**config.mk**
```make
export PLATFORM = sky130hd
export DESIGN_NAME = mem_port_arbiter
export DESIGN_NICKNAME = d
export VERILOG_FILES = /design/src/rtl/mem_port_arbiter_pkg.sv /design/src/rtl/mem_timeout_ctr.sv /design/src/rtl/mem_port_arbiter.sv
export SDC_FILE = /design/constraint.sdc
export NUM_CORES = 1
export LEC_CHECK = 0
export CAP_MARGIN = 10
export CORE_MARGIN = 5
export CORE_UTILIZATION = 50
export DETAILED_ROUTE_END_ITERATION = 7
export PLACE_DENSITY = 0.84
export SLEW_MARGIN = 20
export SYNTH_ARGS = -nofsm -noshare
export SYNTH_HDL_FRONTEND = slang
export SYNTH_SLANG_ARGS = --single-unit
export TNS_END_PERCENT = 100
```
**constraint.sdc**
```tcl
create_clock -name clk -period 2.9 [get_ports clk]
set_clock_uncertainty 0.1 [all_clocks]
set_input_delay 0.29 -clock clk [delete_from_list [all_inputs] [get_ports clk]]
set_output_delay 0.29 -clock clk [all_outputs]
set_load 0.02 [all_outputs]
```
**src/rtl/mem_port_arbiter_pkg.sv**
```systemverilog
// Shared types and constants for the IF/MEM single-port memory arbiter.
package mem_port_arbiter_pkg;

    typedef enum logic [1:0] {
        StIdle  = 2'd0,
        StData  = 2'd1,
        StFetch = 2'd2,
        StResp  = 2'd3
    } arb_state_e;

    localparam logic PortData  = 1'b1;
    localparam logic PortFetch = 1'b0;

    localparam logic [6:0] OpLoad  = 7'b0000011;
    localparam logic [6:0] OpStore = 7'b0100011;

endpackage

```
**src/rtl/mem_timeout_ctr.sv**
```systemverilog
// Counts cycles an access waits for its ack; flags the cycle on which the wait budget runs out.
module mem_timeout_ctr #(
    parameter int unsigned TIMEOUT = 255
) (
    input  logic clk,
    input  logic rst_n,
    input  logic clr_i,
    input  logic en_i,
    output logic expired_o
);

    localparam int unsigned CntW = (TIMEOUT > 0) ? $clog2(TIMEOUT + 1) : 1;
    localparam logic [CntW-1:0] LastCnt = (TIMEOUT > 0) ? CntW'(TIMEOUT - 1) : '0;

    logic [CntW-1:0] cnt_q, cnt_d;

    // Expiry fires on the TIMEOUT-th ack-less cycle so the request lasts exactly TIMEOUT cycles.
    assign expired_o = (TIMEOUT > 0) && en_i && (cnt_q == LastCnt);

    always_comb begin
        cnt_d = cnt_q;
        if (clr_i) begin
            cnt_d = '0;
        end else if (en_i && !expired_o) begin
            cnt_d = cnt_q + CntW'(1);
        end
    end

    always_ff @(posedge clk or negedge rst_n) begin
        if (!rst_n) begin
            cnt_q <= '0;
        end else begin
            cnt_q <= cnt_d;
        end
    end

endmodule

```
**src/rtl/mem_port_arbiter.sv**
```systemverilog
// Arbitrates one single-port memory between instruction fetch and MEM-stage loads/stores.
module mem_port_arbiter
    import mem_port_arbiter_pkg::*;
#(
    parameter int unsigned ADDR_W  = 32,
    parameter int unsigned DATA_W  = 32,
    parameter int unsigned TIMEOUT = 255
) (
    input  logic              clk,
    input  logic              rst_n,
    input  logic              if_req_i,
    input  logic [ADDR_W-1:0] if_addr_i,
    input  logic              if_flush_i,
    output logic [DATA_W-1:0] if_rdata_o,
    output logic              if_valid_o,
    input  logic              dm_read_i,
    input  logic              dm_write_i,
    input  logic [ADDR_W-1:0] dm_addr_i,
    input  logic [DATA_W-1:0] dm_wdata_i,
    output logic [DATA_W-1:0] dm_rdata_o,
    output logic              dm_valid_o,
    output logic              stall_if_o,
    output logic              stall_mem_o,
    output logic              bus_err_o,
    output logic              mem_req_o,
    output logic              mem_we_o,
    output logic [ADDR_W-1:0] mem_addr_o,
    output logic [DATA_W-1:0] mem_wdata_o,
    input  logic [DATA_W-1:0] mem_rdata_i,
    input  logic              mem_ack_i
);

    arb_state_e        state_q, state_d;
    logic              req_q, req_d;
    logic              we_q, we_d;
    logic [ADDR_W-1:0] addr_q, addr_d;
    logic [DATA_W-1:0] wdata_q, wdata_d;
    logic              port_q, port_d;
    logic              killed_q, killed_d;
    logic              err_q, err_d;
    logic [DATA_W-1:0] resp_q, resp_d;
    logic [DATA_W-1:0] if_rdata_q, if_rdata_d;
    logic [DATA_W-1:0] dm_rdata_q, dm_rdata_d;

    logic busy, expired, dm_any, resp_cycle;

    assign busy       = (state_q == StData) || (state_q == StFetch);
    assign dm_any     = dm_read_i | dm_write_i;
    assign resp_cycle = (state_q == StResp);

    mem_timeout_ctr #(
        .TIMEOUT (TIMEOUT)
    ) u_timeout (
        .clk       (clk),
        .rst_n     (rst_n),
        .clr_i     (state_q == StIdle),
        .en_i      (busy && !mem_ack_i),
        .expired_o (expired)
    );

    // A flush landing in the response cycle still suppresses the fetch completion.
    assign dm_valid_o  = resp_cycle && (port_q == PortData);
    assign if_valid_o  = resp_cycle && (port_q == PortFetch) && !killed_q && !if_flush_i;
    assign bus_err_o   = err_q && (dm_valid_o || if_valid_o);
    assign dm_rdata_o  = (dm_valid_o && !we_q) ? resp_q : dm_rdata_q;
    assign if_rdata_o  = if_valid_o ? resp_q : if_rdata_q;
    assign stall_if_o  = if_req_i & ~if_valid_o;
    assign stall_mem_o = dm_any & ~dm_valid_o;

    assign mem_req_o   = req_q;
    assign mem_we_o    = we_q;
    assign mem_addr_o  = addr_q;
    assign mem_wdata_o = wdata_q;

    always_comb begin
        state_d    = state_q;
        req_d      = req_q;
        we_d       = we_q;
        addr_d     = addr_q;
        wdata_d    = wdata_q;
        port_d     = port_q;
        killed_d   = killed_q;
        err_d      = err_q;
        resp_d     = resp_q;
        if_rdata_d = if_rdata_q;
        dm_rdata_d = dm_rdata_q;
        unique case (state_q)
            StIdle: begin
                // Data belongs to the older instruction, so it always wins.
                if (dm_any) begin
                    state_d  = StData;
                    req_d    = 1'b1;
                    we_d     = dm_write_i;
                    addr_d   = dm_addr_i;
                    wdata_d  = dm_wdata_i;
                    port_d   = PortData;
                    killed_d = 1'b0;
                    err_d    = 1'b0;
                end else if (if_req_i && !if_flush_i) begin
                    state_d  = StFetch;
                    req_d    = 1'b1;
                    we_d     = 1'b0;
                    addr_d   = if_addr_i;
                    port_d   = PortFetch;
                    killed_d = 1'b0;
                    err_d    = 1'b0;
                end
            end
            StData, StFetch: begin
                if ((state_q == StFetch) && if_flush_i) begin
                    killed_d = 1'b1;
                end
                if (mem_ack_i) begin
                    state_d = StResp;
                    req_d   = 1'b0;
                    resp_d  = mem_rdata_i;
                    err_d   = 1'b0;
                end else if (expired) begin
                    state_d = StResp;
                    req_d   = 1'b0;
                    resp_d  = '0;
                    err_d   = 1'b1;
                end
            end
            StResp: begin
                state_d = StIdle;
                if (dm_valid_o && !we_q) begin
                    dm_rdata_d = resp_q;
                end
                if (if_valid_o) begin
                    if_rdata_d = resp_q;
                end
            end
            default: state_d = StIdle;
        endcase
    end

    always_ff @(posedge clk or negedge rst_n) begin
        if (!rst_n) begin
            state_q    <= StIdle;
            req_q      <= 1'b0;
            we_q       <= 1'b0;
            addr_q     <= '0;
            wdata_q    <= '0;
            port_q     <= PortFetch;
            killed_q   <= 1'b0;
            err_q      <= 1'b0;
            resp_q     <= '0;
            if_rdata_q <= '0;
            dm_rdata_q <= '0;
        end else begin
            state_q    <= state_d;
            req_q      <= req_d;
            we_q       <= we_d;
            addr_q     <= addr_d;
            wdata_q    <= wdata_d;
            port_q     <= port_d;
            killed_q   <= killed_d;
            err_q      <= err_d;
            resp_q     <= resp_d;
            if_rdata_q <= if_rdata_d;
            dm_rdata_q <= dm_rdata_d;
        end
    end

endmodule

```
# [Word level (Yosys, flattened, before mapping)]
# Index checks and enable logic that the tools add are counted.
[classes] add_sub_neg=1 multipliers=0 n_div=0 order_cmp=0 n_eq_ne=7 n_shift=0 mux=27 n_bitwise=6 reduce_logical=30
[ops] operator="2-to-1 mux 32 bit" n=6
[ops] operator="2-to-1 mux 8 bit" n=2
[ops] operator="logical AND 1 bit" n=11
[ops] operator="2-to-1 mux 1 bit" n=11
[ops] operator="adder 8 x 1 -> 8 bit (second input constant)" n=1
[ops] operator="equality test 8 bit (second input constant)" n=1
[ops] operator="2-to-1 mux 2 bit" n=4
[ops] operator="AND reduction 2 bit" n=4
[ops] operator="nonzero test 2 bit" n=4
[ops] operator="one-hot mux 1 bit (2 select lines)" n=3
[ops] operator="one-hot mux 2 bit (3 select lines)" n=1
[ops] operator="AND reduction 3 bit" n=2
[ops] operator="zero test 1 bit" n=5
[ops] operator="equality test 2 bit (second input constant)" n=2
[ops] operator="!= test 3 x 2 -> 1 bit (second input constant)" n=1
[ops] operator="!= test 3 bit (second input constant)" n=1
[ops] operator="inverter 1 bit" n=3
[ops] operator="bitwise AND 1 bit" n=2
[ops] operator="equality test 2 x 1 -> 1 bit (second input constant)" n=1
[ops] operator="zero test 2 bit" n=1
[ops] operator="logical OR 1 bit" n=2
[ops] operator="!= test 2 bit (second input constant)" n=1
[ops] operator="OR reduction 2 bit" n=1
[ops] operator="bitwise OR 1 bit" n=1
[totals] ff_bits=175 latchBits=0 ram_bits=0 rom_bits=0 input_bits=135 output_inout_bits=135 wordCells=83 mem_count=0

# [Depth between registers and ports, before layout]
# Gate-level depths: netlist (run 1).
[depth] ltp_word=8 depth_mapped=8 ltp_nobuf=6

# [Cells and area by module]
# From an unflattened synthesis (run 1), not the netlist that was laid out.
[hier_totals] hier_cells=545 hier_area_um2=8062.7
[by_module_without_submodules] module="mem_port_arbiter" n_inst=1 cells_each=498 area_per_inst_um2=7573.5 seq_area_each_um2=4179.0
[by_module_without_submodules] module="mem_timeout_ctr" n_inst=1 cells_each=47 area_per_inst_um2=489.2 seq_area_each_um2=200.2

# [Least setup slack after synthesis (run 1)]
# Ideal clock, no wire load.
[synth_path] kind="register to output" startpoint="register state_q[0]" endpoint="output dm_rdata_o[0]" arrival_ps=1566 required_time_ps=2510 path_slack_ps=944 path_stages_with_launch=7 path_buffers=2 cell_sequence="dfrtp_1 ha_1 and2_2 nand2b_1 buf_6 buf_6 mux2_2"
[synth_between] elab_chain_len=4
[synth_lines] item="start, declared" line_no="mem_port_arbiter.sv:33" source="arb_state_e state_q, state_d;"
[synth_lines] item="start signal, assigned" line_no="mem_port_arbiter.sv:140" source="state_q <= StIdle;"
[synth_lines] item="start signal, assigned" line_no="mem_port_arbiter.sv:152" source="state_q <= state_d;"
[synth_lines] item="equality test 2 bit" line_no="mem_port_arbiter.sv:49" source="assign resp_cycle = (state_q == StResp);"
[synth_lines] item="logical AND 1 bit" line_no="mem_port_arbiter.sv:62" source="assign dm_valid_o = resp_cycle && (port_q == PortData);"
[synth_lines] item="named net dm_valid_o" line_no="mem_port_arbiter.sv:21" source="output logic dm_valid_o,"
[synth_lines] item="logical AND 1 bit" line_no="mem_port_arbiter.sv:65" source="assign dm_rdata_o = (dm_valid_o && !we_q) ? resp_q : dm_rdata_q;"
[synth_lines] item="2-to-1 mux 32 bit"
[synth_lines] item="end, declared" line_no="mem_port_arbiter.sv:20" source="output logic [DATA_W-1:0] dm_rdata_o,"
# The timed path passes the listed nets, and every way through them passes these cells.

# [Worst setup path after layout (run 1)]
[layout_path] startpoint="register state_q[0]" endpoint="output stall_if_o"
[layout_between] elab_chain_len=6
[layout_lines] item="equality test 2 bit" line_no="mem_port_arbiter.sv:49"
[layout_lines] item="logical AND 1 bit (3 in series)" line_no="mem_port_arbiter.sv:63" source="assign if_valid_o = resp_cycle && (port_q == PortFetch) && !killed_q && !if_flush_i;"
[layout_lines] item="inverter 1 bit" line_no="mem_port_arbiter.sv:67" source="assign stall_if_o = if_req_i & ~if_valid_o;"
[layout_lines] item="bitwise AND 1 bit" line_no="mem_port_arbiter.sv:67"
[layout_lines] item="end, declared" line_no="mem_port_arbiter.sv:22" source="output logic stall_if_o,"
# Every way passes these cells.

==> results.md, run 1 <==
| Metric | This run |
| --- | --- |
| Synth Net Count | 722 |
| Post-placement worst setup slack | 0.135 ns |
| Post-synthesis sequential element count | 175 |
| Relative contribution of sequential cells to total power | 33.6% |
| Critical path class | flop to output port |
| Run status | complete, no violations |
| Antenna violations before repair | 1 |
| Hold Crit Class | input port to flop |
| Area of the die | 18500 um^2 |
| Clock power frac | 17.7% |
| GR Util met3 | 6.77% |
| TritonCTS clock tree | done |
| Number of global-route vias before repair | 6168 |
| Proportion of register bits with asynchronous set or reset after synthesis | 100% |
| Routed Antenna Nets | 0 |
| Data required time of the worst path | 2.51 ns |
| Clock insertion delay at the later pin of the skew report | 0.42 ns |
| Weighted congestion at the end of routability-driven global placement | 0.812 |
| Max rail drop VDD | 580 uV |
| Setup repair after global routing missed its margin | no |
| Wire length of the first global-routing pass | 33300 um |
| Top area cells in the synthesized netlist | sky130_fd_sc_hd__dfrtp_1, sky130_fd_sc_hd__mux2_2, sky130_fd_sc_hd__mux2i_1 |
| Sw Share | 37.6% |
| Most instantiated flip-flop cell in the synthesis netlist | sky130_fd_sc_hd__dfrtp_1 |
| Core Region | 15800 um^2 |
| Capturing element type of the critical path | output port |
| Power, Total | 13.0 mW |
| Gr usage total | 23.6% |
| Average wire per standard cell | 20.3 um |
| Share of post-route cells with drive strength above 1 | 22.5% |
| Switching pwr | 4.88 mW |
| Top-level port count | 270 |
| Final period utilization | 96.0% |
| Post-DR vias/cell | 5.31 |
| Worst Path Max Fanout | 29 |
| Critical path data arrival time | 2.39 ns |
| Final sum of negative setup slack | 0 ns |
| Grt met2 use | 39.3% |
| Remaining global-route overflow | 0 |
| DRC violations left | 0 |
| Post-CTS setup buffer count | 0 |
| Count of different cell masters after synthesis | 41 |
| DP Wirelength | 15700 um |
| Row Count | 46 |
| Avg Inst Size Synth | 13.7 um^2 |
| Count of routing violations after the opening detailed-route iteration | 279 |
| Final Instance Count excl. Fillers | 1075 |
| Most common cell after layout, fill and taps aside | sky130_fd_sc_hd__clkdlybuf4s50_1 |
| Number of enable-type register cells in the synthesized netlist | 0 |
| Number of buffer cells added on primary ports | 269 |
| Pre-Repair DR Iteration Count | 4 |
| Height of the chip | 136 um |
| Fin. max-slew vios | 0 |
| Area grow syn2layout | 44.6% |
| Cell internal power dissipation | 8.10 mW |
| Starting density of the core | 50.4% |
| Met1 Use GR | 28.5% |
| Clock buffers created by TritonCTS | 17 |
| Clock Pin Slew Worst Setup and Hold Paths | 0.06 ns |
| Sum of routed wire length over all layers | 21800 um |
| Share of the synthesized area in the top cell type | 55.1% |
| CTS root buf | sky130_fd_sc_hd__clkbuf_16 |
| Largest net degree at the start of global routing | 88 |
| Smallest setup slack after layout | 0.117 ns |
| Post-layout net count | 987 |
| Layer with the highest usage after global routing | met2 |
| Max-capacitance violation count | 0 |
| Placed instance count | 1041 |
| Sequential area share after synthesis | 55.1% |
| Area of the mapped netlist | 7950 um^2 |
| Final Hold Violating Endpoints | 0 |
| Yosys top cell by area | sky130_fd_sc_hd__dfrtp_1 |
| Worst hold margin | 0.365 ns |
| Final number of setup-violating endpoints | 0 |
| Warnings, synthesis | 0 |
| Post-Syn Instances | 581 |
| Tightest slew margin relative to the limit | 46.1% |
| Startpoint types | flop |
| H-tree depth | 4 |
| Vias after detailed routing | 5706 |
| Time the final worst path needs with I/O delays and setup | 2.78 ns |
| Total power divided by cell area | 1130 nW/um^2 |
| Maximum buffer depth of the clock tree | 2 |
| Slew at the pin closest to its max-slew limit | 0.808 ns |
| X dimension of the die | 136 um |
| Combinational fraction of design power | 48.7% |
| Total leakage power | 5.46 nW |
| F_max | 359 MHz |
| Number of clock sinks | 175 |
| Most frequent cells in the layout | sky130_fd_sc_hd__clkdlybuf4s50_1, sky130_fd_sc_hd__dfrtp_1, sky130_fd_sc_hd__mux2_2, sky130_fd_sc_hd__nand2_1, sky130_fd_sc_hd__mux2i_1 |
-- sequential cells by signal, summed over array words and instances (netlist names) --
signal / count
dm_rdata_q: 32
err_q: 1
if_rdata_q: 32
killed_q: 1
mem_addr_o: 32
mem_req_o: 1
mem_wdata_o: 32
mem_we_o: 1
port_q: 1
resp_q: 32
state_q: 2
u_timeout.cnt_q: 8
-- stage by stage --
stage / cell area [um^2] / util (%)
final: 11500 / 72.9
after global routing: 11500 / 72.9
after CTS: 11400 / 72.4
after detailed placement: 10800 / 68.6
after global placement: 10800 / 68.6
after floorplan: 7950 / -
-- Yosys cell counts (2+ instances only) --
master	count
sky130_fd_sc_hd__a21oi_1	7
sky130_fd_sc_hd__a22o_1	34
sky130_fd_sc_hd__a31oi_1	2
sky130_fd_sc_hd__and3_1	2
sky130_fd_sc_hd__buf_2	9
sky130_fd_sc_hd__buf_4	11
sky130_fd_sc_hd__buf_6	13
sky130_fd_sc_hd__clkbuf_1	5
sky130_fd_sc_hd__dfrtp_1	175
sky130_fd_sc_hd__ha_1	6
sky130_fd_sc_hd__inv_1	3
sky130_fd_sc_hd__mux2_1	27
sky130_fd_sc_hd__mux2_2	133
sky130_fd_sc_hd__mux2i_1	35
sky130_fd_sc_hd__nand2_1	38
sky130_fd_sc_hd__nand2b_1	2
sky130_fd_sc_hd__nand3_1	4
sky130_fd_sc_hd__nor2_1	9
sky130_fd_sc_hd__nor2b_1	3
sky130_fd_sc_hd__o211ai_1	3
sky130_fd_sc_hd__o21ai_0	32
sky130_fd_sc_hd__o21ai_1	2
sky130_fd_sc_hd__o21ai_2	3
sky130_fd_sc_hd__or2_2	2
sky130_fd_sc_hd__or3_1	2
sky130_fd_sc_hd__xnor2_1	2
sky130_fd_sc_hd__xor2_1	3
-- per-layer routing --
metal | part of all wire (%) | vias to the layer above
li1 | - | 2614
met2 | 50 | 249
met1 | 39 | 2798
met4 | 3.6 | 0
met5 | 0 | -
met3 | 7.6 | 45
-- final timing paths --
| check | from | end | slack (ns) | cells after the start |
|---|---|---|---|---|
| max | state_q[0] | stall_if_o | 0.12 | 6 |
| min in group asynchronous | rst_n | resp_q[27] | 0.43 | 2 |
| min reg2reg | mem_addr_o[10] | mem_addr_o[10] | 0.38 | 2 |
| min | mem_rdata_i[9] | resp_q[9] | 0.37 | 2 |
| max in group asynchronous | rst_n | dm_rdata_q[9] | 1.53 | 3 |
| max reg2reg | state_q[1] | u_timeout.cnt_q[6] | 0.73 | 6 |
-- logic make-up after synthesis --
family / count (synthesis) / synth area share (%)
compound gates: 87 / 7.55
xor+xnor: 5 / 0.551
fa+ha+maj: 6 / 0.944
buf+inv: 41 / 3.82
flops: 175 / 55.1
mux: 196 / 27.2
simple gates: 71 / 4.81
-- power groups by stage --
stage          clock (mW)  combinational, mW  sequential, mW
2_1_floorplan           0               3.32            4.71
3_3_place_gp            0               6.38            4.30
3_5_place_dp            0               6.55            4.37
4_1_cts              2.33               6.47            4.34
5_1_grt              2.44               6.73            4.50
6_report             2.30               6.33            4.36
-- area by class of cell --
cell class	count	area, um^2
timing repair buffer	284	2960
antenna	1	2.50
multi-input combinational	365	3290
clock inverter	9	108
tap	216	270
clock buffer	22	484
fill	1033	4270
sequential	175	4380
inverter	3	11.3
-- worst max-delay path: stages (launching register included) --
cell and delay [ns]:
sky130_fd_sc_hd__dfrtp_1 0.40, sky130_fd_sc_hd__ha_1 0.22, sky130_fd_sc_hd__nor4b_4 0.13, sky130_fd_sc_hd__buf_4 0.16, sky130_fd_sc_hd__buf_12 0.17, sky130_fd_sc_hd__nor2b_1 0.24
sky130_fd_sc_hd__clkdlybuf4s50_1 0.66
-- repair_timing --
action                                 in CTS  in global routing
gates resized for setup                    34                 31
setup endpoints to repair                  31                 31
gates cloned                                1                  0
pin swaps                                   0                  0
hold buffers                                1                  0
endpoints found under the hold margin      85                  0
Power figures use the tool's default switching activity.
==> run 2: changes to the inputs <==
--- a/config.mk
+++ b/config.mk
@@ -7,9 +7,10 @@
 export LEC_CHECK = 0
 export CAP_MARGIN = 10
 export CORE_MARGIN = 5
-export CORE_UTILIZATION = 50
+export CORE_UTILIZATION = 46
+export CTS_CLUSTER_SIZE = 14
 export DETAILED_ROUTE_END_ITERATION = 7
-export PLACE_DENSITY = 0.84
+export PLACE_DENSITY = 0.78
 export SLEW_MARGIN = 20
 export SYNTH_ARGS = -nofsm -noshare
 export SYNTH_HDL_FRONTEND = slang
==> constraint.sdc (replaced) <==
create_clock -name clk -period 3.1 [get_ports clk]
set_clock_uncertainty 0.1 [all_clocks]
set_input_delay 0.31 -clock clk [delete_from_list [all_inputs] [get_ports clk]]
set_output_delay 0.31 -clock clk [all_outputs]
set_load 0.02 [all_outputs]
==> results.md, run 2 (same netlist as run 1, synthesis figures left out) <==
| Metric | This run |
| --- | --- |
| Clock buffers created by TritonCTS | 17 |
| Met1 Use GR | 23.6% |
| Core Region | 17100 um^2 |
| CTS root buf | sky130_fd_sc_hd__clkbuf_16 |
| Post-CTS setup buffer count | 0 |
| Setup repair after global routing missed its margin | no |
| Area of the die | 20000 um^2 |
| Critical path class | flop to output port |
| Final sum of negative setup slack | 0 ns |
| Maximum buffer depth of the clock tree | 2 |
| Critical path data arrival time | 2.58 ns |
| Number of clock sinks | 175 |
| Worst Path Max Fanout | 22 |
| Capturing element type of the critical path | output port |
| Placed instance count | 1049 |
| Worst flop-to-flop path endpoint | resp_q[22] |
| H-tree depth | 4 |
| Starting density of the core | 46.5% |
| Layer with the highest usage after global routing | met2 |
| Worst path slowest cell | sky130_fd_sc_hd__clkdlybuf4s50_1 |
| Sum of routed wire length over all layers | 20600 um |
| Wire length of the first global-routing pass | 32400 um |
| Startpoint of the lowest-slack register-to-register path | u_timeout.cnt_q[0] |
| Data required time of the worst path | 2.69 ns |
| Most common cell after layout, fill and taps aside | sky130_fd_sc_hd__clkdlybuf4s50_1 |
| Time the final worst path needs with I/O delays and setup | 2.99 ns |
| Most frequent cells in the layout | sky130_fd_sc_hd__clkdlybuf4s50_1, sky130_fd_sc_hd__dfrtp_1, sky130_fd_sc_hd__mux2_2, sky130_fd_sc_hd__nand2_1, sky130_fd_sc_hd__mux2i_1 |
| Tightest slew margin relative to the limit | 56.2% |
| Clock insertion delay at the later pin of the skew report | 0.42 ns |
| Run status | complete, no violations |
| Remaining global-route overflow | 0 |
| Final period utilization | 96.4% |
| Worst setup path start | state_q[0] |
| Row Count | 48 |
| Weighted congestion at the end of routability-driven global placement | 0.807 |
| GR Util met3 | 7.62% |
| Count of routing violations after the opening detailed-route iteration | 267 |
| Max-capacitance violation count | 0 |
| Post-DR vias/cell | 5.26 |
| Number of buffer cells added on primary ports | 269 |
| FF-to-FF setup slack | 0.80 ns |
| Fin. max-slew vios | 0 |
| Clock Pin Slew Worst Setup and Hold Paths | 0.07 ns |
| DP Wirelength | 15100 um |
| Filler Cells Inserted | 1214 |
| CP max stage delay | 0.57 ns |
| DRC violations left | 0 |
| Vias after detailed routing | 5695 |
| TritonCTS clock tree | done |
| Antenna violations before repair | 0 |
| Gr usage total | 20.5% |
| Max rail drop VDD | 494 uV |
| Total leakage power | 4.94 nW |
| Final Instance Count excl. Fillers | 1082 |
| Area grow syn2layout | 43.6% |
| Largest net degree at the start of global routing | 73 |
| Number of global-route vias before repair | 6213 |
| Startpoint types | flop |
| Cell-by-cell trace of the critical path | ha_1 > and2_2 > nand2b_4 > buf_12 > mux2_2 > clkdlybuf4s50_1 |
| Final number of setup-violating endpoints | 0 |
| Top-level port count | 270 |
| Total power divided by cell area | 1070 nW/um^2 |
| F_max | 335 MHz |
| Average wire per standard cell | 19.0 um |
| X dimension of the die | 141 um |
| Post-layout net count | 986 |
| Final Hold Violating Endpoints | 0 |
| Share of post-route cells with drive strength above 1 | 22.5% |
| Routed Antenna Nets | 0 |
| Number of inserted diodes | 0 |
| Height of the chip | 141 um |
| Register-to-Register Path Depth | 7 |
| Grt met2 use | 35.6% |
| Slew at the pin closest to its max-slew limit | 0.657 ns |
| Pre-Repair DR Iteration Count | 6 |
| Hold Crit Class | input port to asynchronous set/reset pin |
run 2: worst max path at each step:
stage,depth (start not counted),endpoint
5_1_grt,6,dm_rdata_o[0]
3_3_place_gp,5,if_rdata_o[1]
6_report,6,dm_rdata_o[19]
4_1_cts,6,dm_rdata_o[19]
3_5_place_dp,5,if_rdata_o[12]
2_1_floorplan,6,dm_rdata_o[0]
run 2: cell type report:
cell class | count | area (um^2) | area share (%)
clock buffer | 20 | 467 | 4.09
clock inverter | 11 | 131 | 1.15
sequential | 175 | 4380 | 38.3
multi-input combinational | 365 | 3290 | 28.8
timing repair buffer | 283 | 2860 | 25.0
tap | 225 | 282 | 2.46
inverter | 3 | 11.3 | 0.0986
run 2: layer usage:
layer / up-vias / part of all wire [%] / wire, um
met5: - / 0 / 0
li1: 2616 / - / -
met4: 0 / 2.2 / 445
met1: 2811 / 39 / 7990
met2: 235 / 50 / 10300
met3: 33 / 8.9 / 1840
run 2: through the flow:
step / utilization [%] / area (um^2) / hold slack [ns] / setup slack (ns) / power (mW)
after global routing: 66.7 / 11400 / 0.378 / 0.0256 / 12.9
after floorplan: - / 7950 / -0.0856 / 1.12 / 7.51
after global placement: 63.0 / 10800 / 0.257 / 0.273 / 9.93
final: 66.7 / 11400 / 0.371 / 0.111 / 12.3
after detailed placement: 63.0 / 10800 / 0.274 / 0.233 / 10.1
after CTS: 66.5 / 11400 / 0.369 / 0.0155 / 12.3
run 2: power breakdown:
| part | switching (mW) | internal [mW] |
|---|---|---|
| clock | 0.892 | 1.25 |
| combinational | 2.90 | 3.15 |
| sequential | 0.723 | 3.34 |
run 2: worst max-delay path, delay by kind of cell (launching register included):
family,cells,cell delay [ns]
buffers and inverters,2,0.78
muxes,1,0.35
adders and majority gates,1,0.22
DFF,1,0.40
and+or+nand+nor,2,0.39
run 2: what timing repair did:
| action | in CTS | in global routing |
|---|---|---|
| hold buffers | 1 | 0 |
| hold endpoints to repair | 69 | 0 |
| endpoints found under the setup margin | 0 | 31 |
| gates resized for setup | 0 | 2 |
==> run 3: changes to the inputs <==
--- a/config.mk
+++ b/config.mk
@@ -6,7 +6,6 @@
 export NUM_CORES = 1
 export LEC_CHECK = 0
 export CAP_MARGIN = 10
-export CORE_MARGIN = 5
 export CORE_UTILIZATION = 46
 export CTS_CLUSTER_SIZE = 14
 export DETAILED_ROUTE_END_ITERATION = 7
==> results.md, run 3 (same netlist as run 1, synthesis figures left out) <==
| Metric | This run |
| --- | --- |
| Run status | complete, no violations |
| Most frequent cells in the layout | sky130_fd_sc_hd__clkdlybuf4s50_1, sky130_fd_sc_hd__dfrtp_1, sky130_fd_sc_hd__mux2_2, sky130_fd_sc_hd__nand2_1, sky130_fd_sc_hd__mux2i_1 |
| Row Count | 47 |
| Slew at the pin closest to its max-slew limit | 0.714 ns |
| Post-DR vias/cell | 5.26 |
| Clock insertion delay at the later pin of the skew report | 0.42 ns |
| Top-level port count | 270 |
| Max-capacitance violation count | 0 |
| Number of clock sinks | 175 |
| CTS root buf | sky130_fd_sc_hd__clkbuf_16 |
| Sum of buffers and inverters on the critical path | 2 |
| Tightest slew margin relative to the limit | 52.4% |
| Average wire per standard cell | 18.4 um |
| Top Family by Delay on Critical Path | buffers and inverters |
| Data required time of the worst path | 2.69 ns |
| X dimension of the die | 133 um |
| Post-CTS setup buffer count | 0 |
| Height of the chip | 133 um |
| Count of routing violations after the opening detailed-route iteration | 240 |
| Hold Crit Class | input port to asynchronous set/reset pin |
| Finished Core Util | 68.3% |
| Maximum buffer depth of the clock tree | 2 |
| Area grow syn2layout | 44.0% |
| Vias after detailed routing | 5680 |
| Most common cell after layout, fill and taps aside | sky130_fd_sc_hd__clkdlybuf4s50_1 |
| F_max | 333 MHz |
| Final number of setup-violating endpoints | 0 |
| Number of global-route vias before repair | 6008 |
| Critical path data arrival time | 2.60 ns |
| Weighted congestion at the end of routability-driven global placement | 0.811 |
| Number of buffer cells added on primary ports | 269 |
| Antenna violations before repair | 0 |
| Post-layout net count | 987 |
| Max rail drop VDD | 553 uV |
| DP Wirelength | 14600 um |
| Number of inserted diodes | 0 |
| Remaining global-route overflow | 0 |
| Clock buffers created by TritonCTS | 17 |
| Register-to-Register Path Depth | 6 |
| Final period utilization | 96.9% |
| Largest net degree at the start of global routing | 77 |
| Cell-by-cell trace of the critical path | ha_1 > and2_2 > nand2b_4 > buf_16 > mux2_2 > clkdlybuf4s50_1 |
| Total leakage power | 5.19 nW |
| H-tree depth | 4 |
| Starting density of the core | 47.5% |
| CP max stage delay | 0.53 ns |
| Capturing element type of the critical path | output port |
| Worst Path Max Fanout | 40 |
| Final Hold Violating Endpoints | 0 |
| Gr usage total | 23.5% |
| Share of post-route cells with drive strength above 1 | 22.7% |
| Total power divided by cell area | 1060 nW/um^2 |
| Wire length of the first global-routing pass | 32000 um |
| Time the final worst path needs with I/O delays and setup | 3.01 ns |
| TritonCTS clock tree | done |
| Startpoint types | flop |
| FF-to-FF setup slack | 0.93 ns |
| Worst path slowest cell | sky130_fd_sc_hd__clkdlybuf4s50_1 |
| Routed Antenna Nets | 0 |
| Path length in cells of the critical path | 6 |
| Setup repair after global routing missed its margin | yes |
| Clock Pin Slew Worst Setup and Hold Paths | 0.07 ns |
| Area of the die | 17800 um^2 |
| Sum of routed wire length over all layers | 19900 um |
| Core Region | 16800 um^2 |
| Critical path class | flop to output port |
| DRC violations left | 0 |
| Pre-Repair DR Iteration Count | 4 |
| Worst hold margin | 0.387 ns |
| Fin. max-slew vios | 0 |
## run 3: cell types whose count changed in the layout (fill, tap and decap cells not counted), moves of 2 or more
cell and delta:
sky130_fd_sc_hd__inv_6 +3, sky130_fd_sc_hd__clkbuf_8 -2, sky130_fd_sc_hd__buf_4 +2, sky130_fd_sc_hd__clkdlybuf4s50_1 -20
sky130_fd_sc_hd__dlymetal6s2s_1 +20
## run 3: final cells by class
type / count / area [um^2]
clock buffers: 18 / 439
multi-input cells: 365 / 3290
well taps: 220 / 275
repair buffers: 284 / 2910
flip-flops and latches: 175 / 4380
fillers: 1198 / 5310
clock inverters: 14 / 150
inverters: 3 / 11.3
## run 3: final timing paths
kind / from / end
worst max-delay path: state_q[0] / dm_rdata_o[31]
worst min-delay path: rst_n / resp_q[28]
worst max register to register: state_q[0] / u_timeout.cnt_q[6]
worst min register to register: mem_addr_o[3] / mem_addr_o[3]
max in group asynchronous: rst_n / resp_q[31]
min in group clk: mem_addr_o[3] / mem_addr_o[3]
## run 3: what timing repair did
action | CTS | global route
endpoints found under the hold margin | 73 | 0
hold buffers | 1 | 0
gates resized for setup | 1 | 22
endpoints found under the setup margin | 27 | 22
## run 3: layer usage
metal / share of wire [%] / GRT usage, %
met1: 40 / 28.1
met2: 52 / 40.4
met3: 6.4 / 6.51
met4: 2.0 / 8.71
met5: 0 / 0
## run 3: power by group
group	total [mW]	switching, mW	internal, mW
registers	4.08	0.742	3.34
clock network	2.10	0.946	1.16
logic	5.98	2.87	3.11
total	12.2	4.56	7.60
## run 3: per-stage QoR
step                instances  total power, mW  cell area, um^2   TNS, ns  worst slack, ns
finish                   1079             12.2            11500         0           0.0946
global route             1079             12.8            11500  -0.00374         -0.00374
CTS                      1079             12.3            11400         0           0.0272
detailed placement       1046             10.2            10800         0            0.236
global placement         1046             9.95            10800         0            0.291
floorplan                 581             7.51             7950         0             1.12
==> edit (flow settings as in run 3) <==
`TIMEOUT` is set to 255 in 2 places; all go to 510.
--- a/src/rtl/mem_timeout_ctr.sv
+++ b/src/rtl/mem_timeout_ctr.sv
@@ -2,3 +2,3 @@
 module mem_timeout_ctr #(
-    parameter int unsigned TIMEOUT = 255
+    parameter int unsigned TIMEOUT = 510
 ) (
--- a/src/rtl/mem_port_arbiter.sv
+++ b/src/rtl/mem_port_arbiter.sv
@@ -6,3 +6,3 @@
     parameter int unsigned DATA_W  = 32,
-    parameter int unsigned TIMEOUT = 255
+    parameter int unsigned TIMEOUT = 510
 ) (
Formal check against the unedited RTL: same outputs for any inputs over 4 cycles, from zero or initial values and one cycle with rst_n low; that may be too few to reach the edited logic, so the function may still have changed.
==> edit against run 3 <==
Setup slack gained 0.014 ns. Power fell by 0.42%. First-iteration DRC count rose by 19%. Synthesized area increased by 0.68%. Sequential cell count rose by 1. Via count is 0.74% higher. Hold slack lost 0.059 ns. Cell area grew 0.39%. Routed wire length shrank 2.1%. Count of clock-buffer cells in the layout increased by 1. Non-clock buffer count is 2 higher.
==> edit: results (changes against run 3) <==
{| class="wikitable"
! Metric !! Value
|-
| Largest net degree at the start of global routing || 66 (-14%)
|-
| VDD IR max || 0.6437 mV (+16%)
|-
| Critical path peak fanout || 16 (-60%)
|-
| Per-cell routed wire length || 17.96 µm (-2.6%)
|-
| CP Data Arrival Time || 2.58 ns (-0.02 ns)
|-
| Most frequent cell after synthesis || sky130_fd_sc_hd__dfrtp_1
|-
| Ranking of synthesized cells by instance count || sky130_fd_sc_hd__dfrtp_1, sky130_fd_sc_hd__mux2_2, sky130_fd_sc_hd__nand2_1
|-
| Total of fill cells in the finished design || 1214 (+1.3%)
|-
| Leakage component of the power || 5.089 nW (-1.9%)
|-
| Share of layout cells above drive strength 1 || 23.38% (+0.68 points)
|-
| Total internal power || 7.662 mW (+0.77%)
|-
| Number of violations reported at the end of detailed-routing iteration 0 || 285 (+19%)
|-
| Area share of the leading cell type in the synthesized netlist || 55.01% (-0.057 points)
|-
| Clock tree root driver cell || sky130_fd_sc_hd__clkbuf_16
|-
| Result of the run || completed
|-
| All-layer global routing usage || 21.63% (-1.9 points)
|-
| Global-route wire length before repair || 30220 µm (-5.6%)
|-
| Global placement routability congestion || 0.8372 (+3.2%)
|-
| Net count reported at finish || 992 (+0.51%)
|-
| Net count after synthesis || 725 (+0.42%)
|-
| Number of distinct library cell variants in the gate-level netlist after synthesis || 43 (+4.9%)
|-
| Synth Area per Inst || 13.69 µm² (about the same)
|-
| Synthesized-area fraction occupied by adder cells || 0.7814% (-0.16 points)
|-
| Number of diodes || 0 (unchanged)
|-
| Compound-gate portion of the synthesized area || 8.048% (+0.50 points)
|-
| Post-detailed-route via-to-cell ratio || 5.279 (+0.27%)
|-
| CTS buffer count || 17 (unchanged)
|-
| Mux share of post-synthesis cell area || 26.88% (-0.37 points)
|-
| Vias in the first global route || 5885 (-2.0%)
|-
| Longest individual stage delay on the worst path || 0.55 ns (+0.02 ns)
|-
| DRT Wirelength || 19460 µm (-2.1%)
|-
| Part of the Yosys area used for sequential elements || 55.01% (-0.057 points)
|-
| Top cells by area, synth || sky130_fd_sc_hd__dfrtp_1, sky130_fd_sc_hd__mux2_2, sky130_fd_sc_hd__mux2i_1
|-
| Parity-gate share of the synthesized area counting xor and xnor cells || 0.5470% (-0.0037 points)
|-
| Slew headroom || 32.25% (-20 points)
|-
| DPL Wire Length || 13390 µm (-8.5%)
|}
==> edit: final timing paths <==
kind / cells past startpoint / start / to / slack (ns)
min in group clk: 2 / mem_addr_o[8] / mem_addr_o[8] / 0.38
max: 6 / state_q[1] / dm_rdata_o[26] / 0.11
max in group asynchronous: 3 / rst_n / state_q[1] / 1.76
max reg2reg: 4 / state_q[0] / mem_wdata_o[4] / 0.85
min: 2 / rst_n / dm_rdata_q[23] / 0.33
min reg2reg: 2 / mem_addr_o[8] / mem_addr_o[8] / 0.38
==> edit: layer usage <==
metal	routed length (µm)	GRT usage (%)	part of all wire, %	up-vias
li1	-	-	-	2636
met1	8061	26.51	41	2857
met2	9604	35.43	49	203
met3	1372	7.445	7.0	26
met4	425	7.702	2.2	0
met5	0	0	0	-
==> edit: kinds of logic (layout without fill, tap and decap cells) <==
family,Yosys count,count (layout)
AO/OA/AOI/OAI,88,88
XOR/XNOR,5,5
adder cells (fa/ha/maj),5,5
buffers and inverters,42,321
flip-flops,176,176
multiplexers,195,195
AND/OR/NAND/NOR,74,74
==> edit: critical path, delay by kind of cell, from the launching register on <==
kind / cells / cell delay (ns)
DFF: 1 / 0.42
adders and majority gates: 1 / 0.22
muxes: 1 / 0.35
and+or+nand+nor: 2 / 0.39
buffers and inverters: 2 / 0.79
==> edit: cell type report <==
type,instances,share of cell area [%]
Inverter,4,0.1306
Clock inverter,12,1.164
Timing Repair Buffer,286,25.35
Tap cell,220,2.394
Sequential cell,176,38.30
Clock buffer,19,3.939
Multi-Input combinational cell,367,28.72
==> edit: power by group through the flow <==
stage | Sequential [mW] | Combinational [mW] | Clock [mW]
floorplan | 4.40 | 3.07 | 0
global placement | 4.01 | 5.78 | 0
detailed placement | 4.07 | 5.91 | 0
CTS | 4.05 | 5.94 | 2.16
global route | 4.20 | 6.33 | 2.26
finish | 4.05 | 5.95 | 2.11
==> edit: timing repair <==
item                                   CTS  global route
endpoints found under the hold margin   55             0
resized for setup                        0             5
hold buffers                             1             0
setup endpoints to repair                0            64
buffers inserted                         0             3
==> edit: stage by stage <==
step / hold WS [ns] / setup WS, ns / area, µm²
CTS: 0.3354 / 0.02563 / 11400
global placement: 0.2089 / 0.2384 / 10800
detailed placement: 0.2141 / 0.1771 / 10800
floorplan: -0.08559 / 1.120 / 8006
finish: 0.3281 / 0.1088 / 11500
global route: 0.3693 / 0.001173 / 11500
